`src/rtl/xentry_pkg.sv`:
```
// Shared types for the xentry memory subsystem: memory operations and the
// L2 port arbiter's state and requester identities.
package xentry_pkg;

    typedef enum logic [1:0] {
        MEM_LOAD              = 2'd0,
        MEM_STORE             = 2'd1,
        MEM_LOAD_RESERVED     = 2'd2,
        MEM_STORE_CONDITIONAL = 2'd3
    } memory_operation_e;

    typedef enum logic {
        ARB_IDLE,
        ARB_BUSY
    } arbiter_state_e;

    typedef enum logic {
        REQ_ICACHE,
        REQ_DCACHE
    } l2_requester_e;

    function automatic l2_requester_e other_requester(input l2_requester_e r);
        return (r == REQ_ICACHE) ? REQ_DCACHE : REQ_ICACHE;
    endfunction

endpackage

```
`src/rtl/l2_port_arbiter.sv`:
```
// Shares one L2 request port between the icache and dcache: round-robin grant,
// held until L2 fulfils, with the L2 fulfil pulse passed straight to the owner.
module l2_port_arbiter
    import xentry_pkg::*;
#(
    parameter int XLEN = 32
) (
    input  logic              clk,
    input  logic              reset,

    input  logic [XLEN-1:0]   ic_req_address,
    input  memory_operation_e ic_req_type,
    input  logic              ic_req_valid,
    input  logic [XLEN-1:0]   ic_word_to_store,
    output logic [XLEN-1:0]   ic_fetched_word,
    output logic              ic_req_fulfilled,

    input  logic [XLEN-1:0]   dc_req_address,
    input  memory_operation_e dc_req_type,
    input  logic              dc_req_valid,
    input  logic [XLEN-1:0]   dc_word_to_store,
    output logic [XLEN-1:0]   dc_fetched_word,
    output logic              dc_req_fulfilled,

    output logic [XLEN-1:0]   l2_req_address,
    output memory_operation_e l2_req_type,
    output logic              l2_req_valid,
    output logic [XLEN-1:0]   l2_word_to_store,
    input  logic [XLEN-1:0]   l2_fetched_word,
    input  logic              l2_req_fulfilled
);

    arbiter_state_e state;
    l2_requester_e  owner;
    l2_requester_e  last_owner;
    l2_requester_e  grant_pick;
    logic           busy;
    logic           owner_valid;

    assign busy        = (state == ARB_BUSY);
    assign owner_valid = (owner == REQ_DCACHE) ? dc_req_valid : ic_req_valid;

    // On a tie the requester served last yields, which bounds each side's wait
    // to one transaction of the other.
    // NOTE: every always_comb output gets a default first so no path leaves it
    // unassigned; otherwise synthesis infers a latch.
    always_comb begin
        grant_pick = REQ_ICACHE;
        if (ic_req_valid && dc_req_valid)
            grant_pick = other_requester(last_owner);
        else if (dc_req_valid)
            grant_pick = REQ_DCACHE;
    end

    // NOTE: state registers use non-blocking assignments so every register in
    // the block samples pre-edge values, independent of statement order.
    always_ff @(posedge clk or negedge reset) begin
        if (!reset) begin
            state      <= ARB_IDLE;
            owner      <= REQ_ICACHE;
            last_owner <= REQ_ICACHE;
        end else if (state == ARB_IDLE) begin
            if (ic_req_valid || dc_req_valid) begin
                owner <= grant_pick;
                state <= ARB_BUSY;
            end
        end else begin
            if (l2_req_fulfilled) begin
                last_owner <= owner;
                state      <= ARB_IDLE;
            end else if (!owner_valid) begin
                // Owner withdrew without fulfilment: drop the grant, keep history.
                state <= ARB_IDLE;
            end
        end
    end

    // The L2 side is gated by the state register, so an async reset clears it at once.
    always_comb begin
        l2_req_valid     = 1'b0;
        l2_req_address   = '0;
        l2_req_type      = memory_operation_e'(0);
        l2_word_to_store = '0;
        if (busy) begin
            if (owner == REQ_DCACHE) begin
                l2_req_valid     = dc_req_valid;
                l2_req_address   = dc_req_address;
                l2_req_type      = dc_req_type;
                l2_word_to_store = dc_word_to_store;
            end else begin
                l2_req_valid     = ic_req_valid;
                l2_req_address   = ic_req_address;
                l2_req_type      = ic_req_type;
                l2_word_to_store = ic_word_to_store;
            end
        end
    end

    assign ic_req_fulfilled = busy && (owner == REQ_ICACHE) && l2_req_fulfilled;
    assign dc_req_fulfilled = busy && (owner == REQ_DCACHE) && l2_req_fulfilled;

    // Read data goes to both caches; each qualifies it with its own fulfilled.
    assign ic_fetched_word = l2_fetched_word;
    assign dc_fetched_word = l2_fetched_word;

endmodule

```
`config.mk`:
```
export PLATFORM = sky130hd
export DESIGN_NAME = l2_port_arbiter
export DESIGN_NICKNAME = d
export VERILOG_FILES = /design/src/rtl/xentry_pkg.sv /design/src/rtl/l2_port_arbiter.sv
export SDC_FILE = /design/constraint.sdc
export NUM_CORES = 1
export LEC_CHECK = 0
export CAP_MARGIN = 25
export CORE_AREA = 5 5 113 115
export CTS_CLUSTER_DIAMETER = 50
export DETAILED_ROUTE_END_ITERATION = 10
export DIE_AREA = 0 0 118 120
export HOLD_SLACK_MARGIN = 0.05
export MAX_ROUTING_LAYER = met4
export SLEW_MARGIN = 25
export SYNTH_ARGS = -nofsm -noshare
export SYNTH_HDL_FRONTEND = slang
export SYNTH_SLANG_ARGS = --single-unit
```
`constraint.sdc`:
```
create_clock -name clk -period 1.9 [get_ports clk]
set_input_delay 0.19 -clock clk [delete_from_list [all_inputs] [get_ports clk]]
set_output_delay 0.19 -clock clk [all_outputs]
set_load 0.005 [all_outputs]
```
Word-level counts from Yosys, hierarchy flattened
Cells that the tools add are included.
{"block": "totals", "ff_bits": 3, "inputBits": 169, "out_inout_bits": 133, "wordCells": 28}
{"block": "op_classes", "mux": 15, "bitwise_logic": 2, "reduce_logical": 8}
{"op": "$mux 32", "n": 4}
{"op": "$mux 1", "n": 9}
{"op": "$logic_and 1x1->1", "n": 5}
{"op": "$mux 2", "n": 2}
{"op": "$reduce_and 2->1", "n": 2}
{"op": "$not 1->1", "n": 2}
{"op": "$logic_or 1x1->1", "n": 1}

Logic depth before layout (Yosys ltp)
Gate-level depths: netlist of the first run.
{"block": "depth", "depth_word": 4, "depth_mapped": 4, "mapped_depth_nobuf": 2}

Worst setup path before layout of the first run
Ideal clock, no wire load.
{"block": "synth_path", "path_type": "register -> output", "from": "register owner", "to": "output port l2_req_address[13]", "arrival_time_ns": 0.905, "required_ns": 1.710, "setup_slack_ns": 0.805, "stages_incl_launch_ff": 5, "cell_sequence": "dfrtp_1 > buf_4 > buf_4 > mux2i_1 > nor2_1"}
{"block": "synth_between", "elab_chain_len": 2}
{"item": "from (decl)", "line_no": "l2_port_arbiter.sv:34", "text": "l2_requester_e owner;"}
{"item": "from (signal assigned)", "line_no": "l2_port_arbiter.sv:64", "text": "owner <= grant_pick;"}
{"item": "$mux 32", "line_no": "l2_port_arbiter.sv:85", "text": "if (owner == REQ_DCACHE) begin"}
{"item": "$mux 32", "line_no": "l2_port_arbiter.sv:84", "text": "if (busy) begin"}
{"item": "to (decl)", "line_no": "l2_port_arbiter.sv:25", "text": "output logic [XLEN-1:0] l2_req_address,"}
No other way between the ends.

Final worst setup path of the first run
{"block": "layout_path", "from": "register owner", "to": "output port l2_req_address[15]"}
Same word-level chain as after synthesis.

==> results of run 1 <==
-- layout make-up --
cell class	count	area share, %
Inverter	1	0.108
Multi-Input combinational cell	143	28.2
Sequential cell	3	2.27
Tap cell	147	5.30
Timing Repair Buffer	215	61.9
Clock buffer	4	2.27
-- through the flow --
step           setup WS [ns]  area, µm²
2_1_floorplan          0.805       1650
3_3_place_gp           0.185       3350
3_5_place_dp           0.181       3350
4_1_cts              -0.0323       3390
5_1_grt              0.00108       3470
6_report              0.0703       3470
-- final timing paths --
| path | startpoint | to | cells after the start |
|---|---|---|---|
| worst max-delay path | owner | l2_req_address[15] | 4 |
| worst min-delay path | reset | last_owner | 1 |
| worst max register to register | owner | owner | 3 |
| worst min register to register | last_owner | last_owner | 1 |
| max in group asynchronous | reset | owner | 1 |
| min in group clk | l2_fetched_word[15] | dc_fetched_word[15] | 0 |
-- Yosys cell counts --
library cell and count:
o22ai_1 1, nand2_1 2, buf_6 4, mux2i_1 67, clkbuf_1 4, buf_2 3
and3_1 1, inv_2 1, buf_4 67, buf_8 1, nand2b_1 1, nor2_1 69
dfrtp_1 3, a32o_1 1, a21o_1 1
-- where the power goes --
group,internal (mW),switching [mW]
Clock,0.277,0.0578
Combinational,1.46,1.03
Sequential,0.0986,0.0461
Total,1.84,1.14
-- layout by cell type, fill, tap and decap left out --
cell             count
mux2i_2              1
o22ai_1              1
dlymetal6s2s_1       1
dfrtp_4              1
nor2_1              69
nand2_1              2
buf_6                1
and3_1               1
inv_2                1
a21o_1               1
clkdlybuf4s50_1    146
clkbuf_1             1
buf_12               1
buf_16               2
nand2b_1             1
dlygate4sd2_1       58
dfrtp_1              2
a32o_1               1
clkbuf_16            5
mux2i_1             66
buf_4                4
-- sequential cells by signal, indices dropped and copies added, names as in the netlist --
| signal | flops |
|---|---|
| owner | 1 |
| last_owner | 1 |
| busy | 1 |
-- logic make-up after synthesis --
logic type / Yosys count
compound gates: 3
mux: 67
flops: 3
simple gates: 73
buf+inv: 80
-- per-layer routing --
metal / wire [µm] / GRT usage, % / vias to the layer above
li1: - / - / 956
met1: 2880 / 10.3 / 829
met2: 4190 / 17.4 / 109
met3: 590 / 2.64 / 39
met4: 268 / 4.01 / 0
met5: 0 / - / -
-- repair_timing --
action	4_1_cts	5_1_grt
gates resized for setup	60	3
setup endpoints to repair	46	9
gates cloned	1	2
buffers inserted	0	3
==> results.tsv, run 1 <==
metric	value	unit
CP bufs+invs	2	
maximum clock insertion buffer count	2	
largest net degree at the start of global routing	47	
Setup crit start kind	flip-flop	
post-synth top area cell	mux2i_1	
FF/Latch Area	78.8	µm²
final core occ	29.6	%
min cycle time layout	1.83	ns
drc violations	0	
Yosys cell types	15	
Synth Area in Simple Gates	17.0	%
multiplexer share of the synthesized area	40.8	%
global-route wire length before repair	11100	µm
Die X	118	µm
count of state elements after synthesis	3	
Adder-Cell Fraction of Synth Area	0	%
worst path cell trace	buf_12 -> mux2i_1 -> nor2_1 -> clkdlybuf4s50_1	
TritonCTS clock tree	yes	
H-tree depth	1	
DRT antenna net count	0	
area share of the largest cell type after synthesis	40.8	%
Slowest-stage cell, CP	dfrtp_4	
Worst EP required	1.71	ns
Final #Nets	536	
clock slew at reported path FFs	0.03	ns
DRT Pass-1 Iters	4	
Die H	120	µm
root buf cell	clkbuf_16	
antenna violations before repair	0	
Via density	3.77	
post-route setup TNS	0	ns
Power Density	857	nW/µm²
CTS Hold Bufs	0	
R2R setup slack	0.68	ns
final hold slack	0.170	ns
RePlAce Congestion	0.808	
final number of max-transition violations	0	
Max Clock Freq	547	MHz
CP arrival	1.64	ns
Post-Synth XOR/XNOR Area	0	%
peak supply drop	0.00103	V
Antenna Cells	0	
area of the multi-input gates	977	µm²
GR Overflow Total	0	
number of I/O pins	302	
clk_lat worst skew	0.22	ns
WS Path Type	reg -> out	
largest family of logic cells by synthesized area	multiplexers	
Synth Area in Compound Gates	1.44	%
Tightest Hold Check Type	in -> async	
die area	14200	µm²
vias in the first global route	1926	
Seq/Total Area, Yosys	4.56	%
Crit Path Max Fanout	12	
status	finished, final reports clean	
Worst Max-Slew Pin Slew	0.343	ns
Fin. Hold Viols	0	
synth warn	0	
Starting DRT DRC Count	44	
synthesized cell area	1650	µm²
critical path's largest stage delay	0.52	ns
top cells by area, synth	mux2i_1 41%, buf_4 31%, nor2_1 16%	
per-cell routed wire length	15.5	µm
filler cell count	1293	
RSZ-0062 raised after global routing	no	
share of cells above drive strength 1	4.37	%
crit-path leading delay family	buffers and inverters	
Tot Pwr	2.97	mW
Slew HR	77.2	%
MaxCap Viol Count	0	
hpwl dp	6320	µm
Pleak	1.69	nW
syn_nets	395	
Final Instance Count excl. Fillers	513	
CTS sink cnt	3	
Final period util	96.3	%
GR Util All Layers	9.79	%
row count	40	
Placeable Area	11700	µm²
Placed Instances	503	
Vias	1933	
Worst setup EP type	output pin	
cells after synthesis	226	
CTS buffer count	3	
Routed WL	7940	µm
endpoints failing setup	0	
syn_area_per_cell	7.28	µm²
Initial Utilization	14.0	%
Fin Clk Skew	0.000152	ns
Layout Area Growth over Synthesis	111	%
Port Buffers	205	
Power figures use the tool's default switching activity.
==> run 2: changes to the inputs <==
--- a/config.mk
+++ b/config.mk
@@ -10,6 +10,7 @@
 export CTS_CLUSTER_DIAMETER = 50
 export DETAILED_ROUTE_END_ITERATION = 10
 export DIE_AREA = 0 0 118 120
+export GPL_TIMING_DRIVEN = 0
 export HOLD_SLACK_MARGIN = 0.05
 export MAX_ROUTING_LAYER = met4
 export SLEW_MARGIN = 25
==> results.tsv, run 2 (same netlist as run 1, synthesis figures left out) <==
metric	value	unit	change
root buf cell	clkbuf_16		unchanged
critical path's largest stage delay	0.51	ns	was 0.52 ns
DRT Pass-1 Iters	4		unchanged
final core occ	40.1	%	was 29.6%
Via density	3.77		about the same
FF/Latch Area	75.1	µm²	was 78.8 µm²
RePlAce Congestion	0.755		was 0.808
DRT antenna net count	0		unchanged
min cycle time layout	1.84	ns	was 1.83 ns
maximum clock insertion buffer count	2		unchanged
antenna violations before repair	0		unchanged
Die H	120	µm	unchanged
number of I/O pins	302		unchanged
Post-Place Worst Slack	0.0629	ns	was 0.181 ns
post-route worst setup slack	0.0618	ns	was 0.0703 ns
Worst Max-Slew Pin Slew	0.179	ns	was 0.343 ns
MaxCap Viol Count	0		unchanged
global-route wire length before repair	13600	µm	was 11,100 µm
Slowest-stage cell, CP	clkdlybuf4s50_1		was dfrtp_4
filler cell count	1187		was 1,293
largest net degree at the start of global routing	11		was 47
Max Clock Freq	544	MHz	was 547 MHz
Vias	2441		was 1,933
Routed WL	9130	µm	was 7940 µm
hpwl dp	8210	µm	was 6320 µm
clock slew at reported path FFs	0.03	ns	about the same
GR Util All Layers	12.0	%	was 9.79%
peak supply drop	0.000364	V	was 0.00103 V
Antenna Cells	0		unchanged
Die X	118	µm	unchanged
clk_lat worst skew	0.22	ns	about the same
Power Density	711	nW/µm²	was 857 nW/µm²
area of the multi-input gates	981	µm²	was 977 µm²
CTS Hold Bufs	0		unchanged
vias in the first global route	2605		was 1,926
Final #Nets	670		was 536
H-tree depth	1		unchanged
Starting DRT DRC Count	51		was 44
Worst setup EP type	output pin		unchanged
Pleak	2.33	nW	was 1.69 nW
CTS sink cnt	3		unchanged
Layout Area Growth over Synthesis	186	%	was 111%
final number of max-transition violations	0		unchanged
CTS buffer count	3		unchanged
Tot Pwr	3.34	mW	was 2.97 mW
worst path cell trace	buf_6 -> buf_8 -> mux2i_1 -> nor2_1 -> clkdlybuf4s50_1		was buf_12 -> mux2i_1 -> nor2_1 -> clkdlybuf4s50_1
drc violations	0		unchanged
Slew HR	87.7	%	was 77.2%
die area	14200	µm²	unchanged
Setup crit start kind	flip-flop		unchanged
per-cell routed wire length	14.1	µm	was 15.5 µm
Fin Clk Skew	0.0000832	ns	was 0.000152 ns
endpoints failing setup	0		unchanged
Port Buffers	269		was 205
row count	40		unchanged
Crit Path Max Fanout	10		was 12
Initial Utilization	14.0	%	unchanged
WS Path Type	reg -> out		unchanged
Fin. Hold Viols	0		unchanged
RSZ-0062 raised after global routing	yes		was no
CP arrival	1.65	ns	was 1.64 ns
Tightest Hold Check Type	in -> async		unchanged
share of cells above drive strength 1	17.2	%	was 4.37%
most common cell after layout, fill and taps aside	clkdlybuf4s50_1		unchanged
TritonCTS clock tree	yes		unchanged
Placeable Area	11700	µm²	unchanged
status	finished, final reports clean		unchanged
Worst EP required	1.71	ns	about the same
post-route setup TNS	0	ns	unchanged
GR Overflow Total	0		unchanged
Final period util	96.7	%	was 96.3%
highest-count cells in the layout ignoring fill and taps	250 x clkdlybuf4s50_1, 69 x nor2_1, 67 x buf_4		was 146 x clkdlybuf4s50_1, 69 x nor2_1, 66 x mux2i_1
==> run 2: cell types whose count changed in the layout (fill, tap and decap cells not counted), moves of 2 or more <==
cell | previous run | this run
dlymetal6s2s_1 | 1 | 19
dlygate4sd2_1 | 58 | 0
clkbuf_16 | 5 | 3
buf_8 | 0 | 3
clkdlybuf4s50_1 | 146 | 250
buf_16 | 2 | 0
clkbuf_2 | 0 | 4
buf_6 | 1 | 6
buf_4 | 4 | 67
==> run 2: final timing paths <==
kind / slack [ns] / start / endpoint / cells after the start
max: 0.06 / owner / l2_word_to_store[16] / 5
min: 0.16 / reset / owner / 1
max reg2reg: 0.77 / owner / busy / 4
min reg2reg: 0.48 / last_owner / last_owner / 1
max in group asynchronous: 1.59 / reset / last_owner / 1
min in group clk: 0.48 / last_owner / last_owner / 1
==> run 2: report_power, final <==
| group | switching, mW | internal (mW) |
|---|---|---|
| clock network | 0.0549 | 0.277 |
| registers | 0.0140 | 0.0915 |
| logic | 1.09 | 1.82 |
| total | 1.15 | 2.19 |
==> run 2: area by class of cell <==
class,instances,area share [%]
Timing Repair Buffer,270,58.5
Sequential cell,3,1.60
Buffer,79,13.4
Tap cell,147,3.91
Clock buffer,4,1.68
Inverter,1,0.0799
Multi-Input combinational cell,143,20.9
==> run 2: per-stage QoR <==
stage               area (µm²)  cells  hold WS (ns)
CTS                       4630    647         0.161
global route              4700    647         0.166
detailed placement        4520    642         0.395
global placement          4520    642         0.389
floorplan                 1650    226        -0.106
finish                    4700    647         0.162
==> run 2: routing by layer <==
metal,up-vias,GRT usage [%],share of wire (%)
met2,149,22.3,54
li1,1224,-,-
met1,1064,13.4,38
met4,0,2.37,0.69
met3,4,2.21,6.5
met5,-,-,0
==> run 2: critical path, delay by kind of cell (launching register included) <==
family,cells,cell delay [ns]
and+or+nand+nor,1,0.10
muxes,1,0.13
DFF,1,0.36
buffers and inverters,3,0.82
==> run 2: timing repair <==
action,in CTS,in global routing
endpoints found under the setup margin,51,61
buffers inserted,1,0
pin swaps,0,0
endpoints found under the hold margin,0,0
resized for setup,6,32
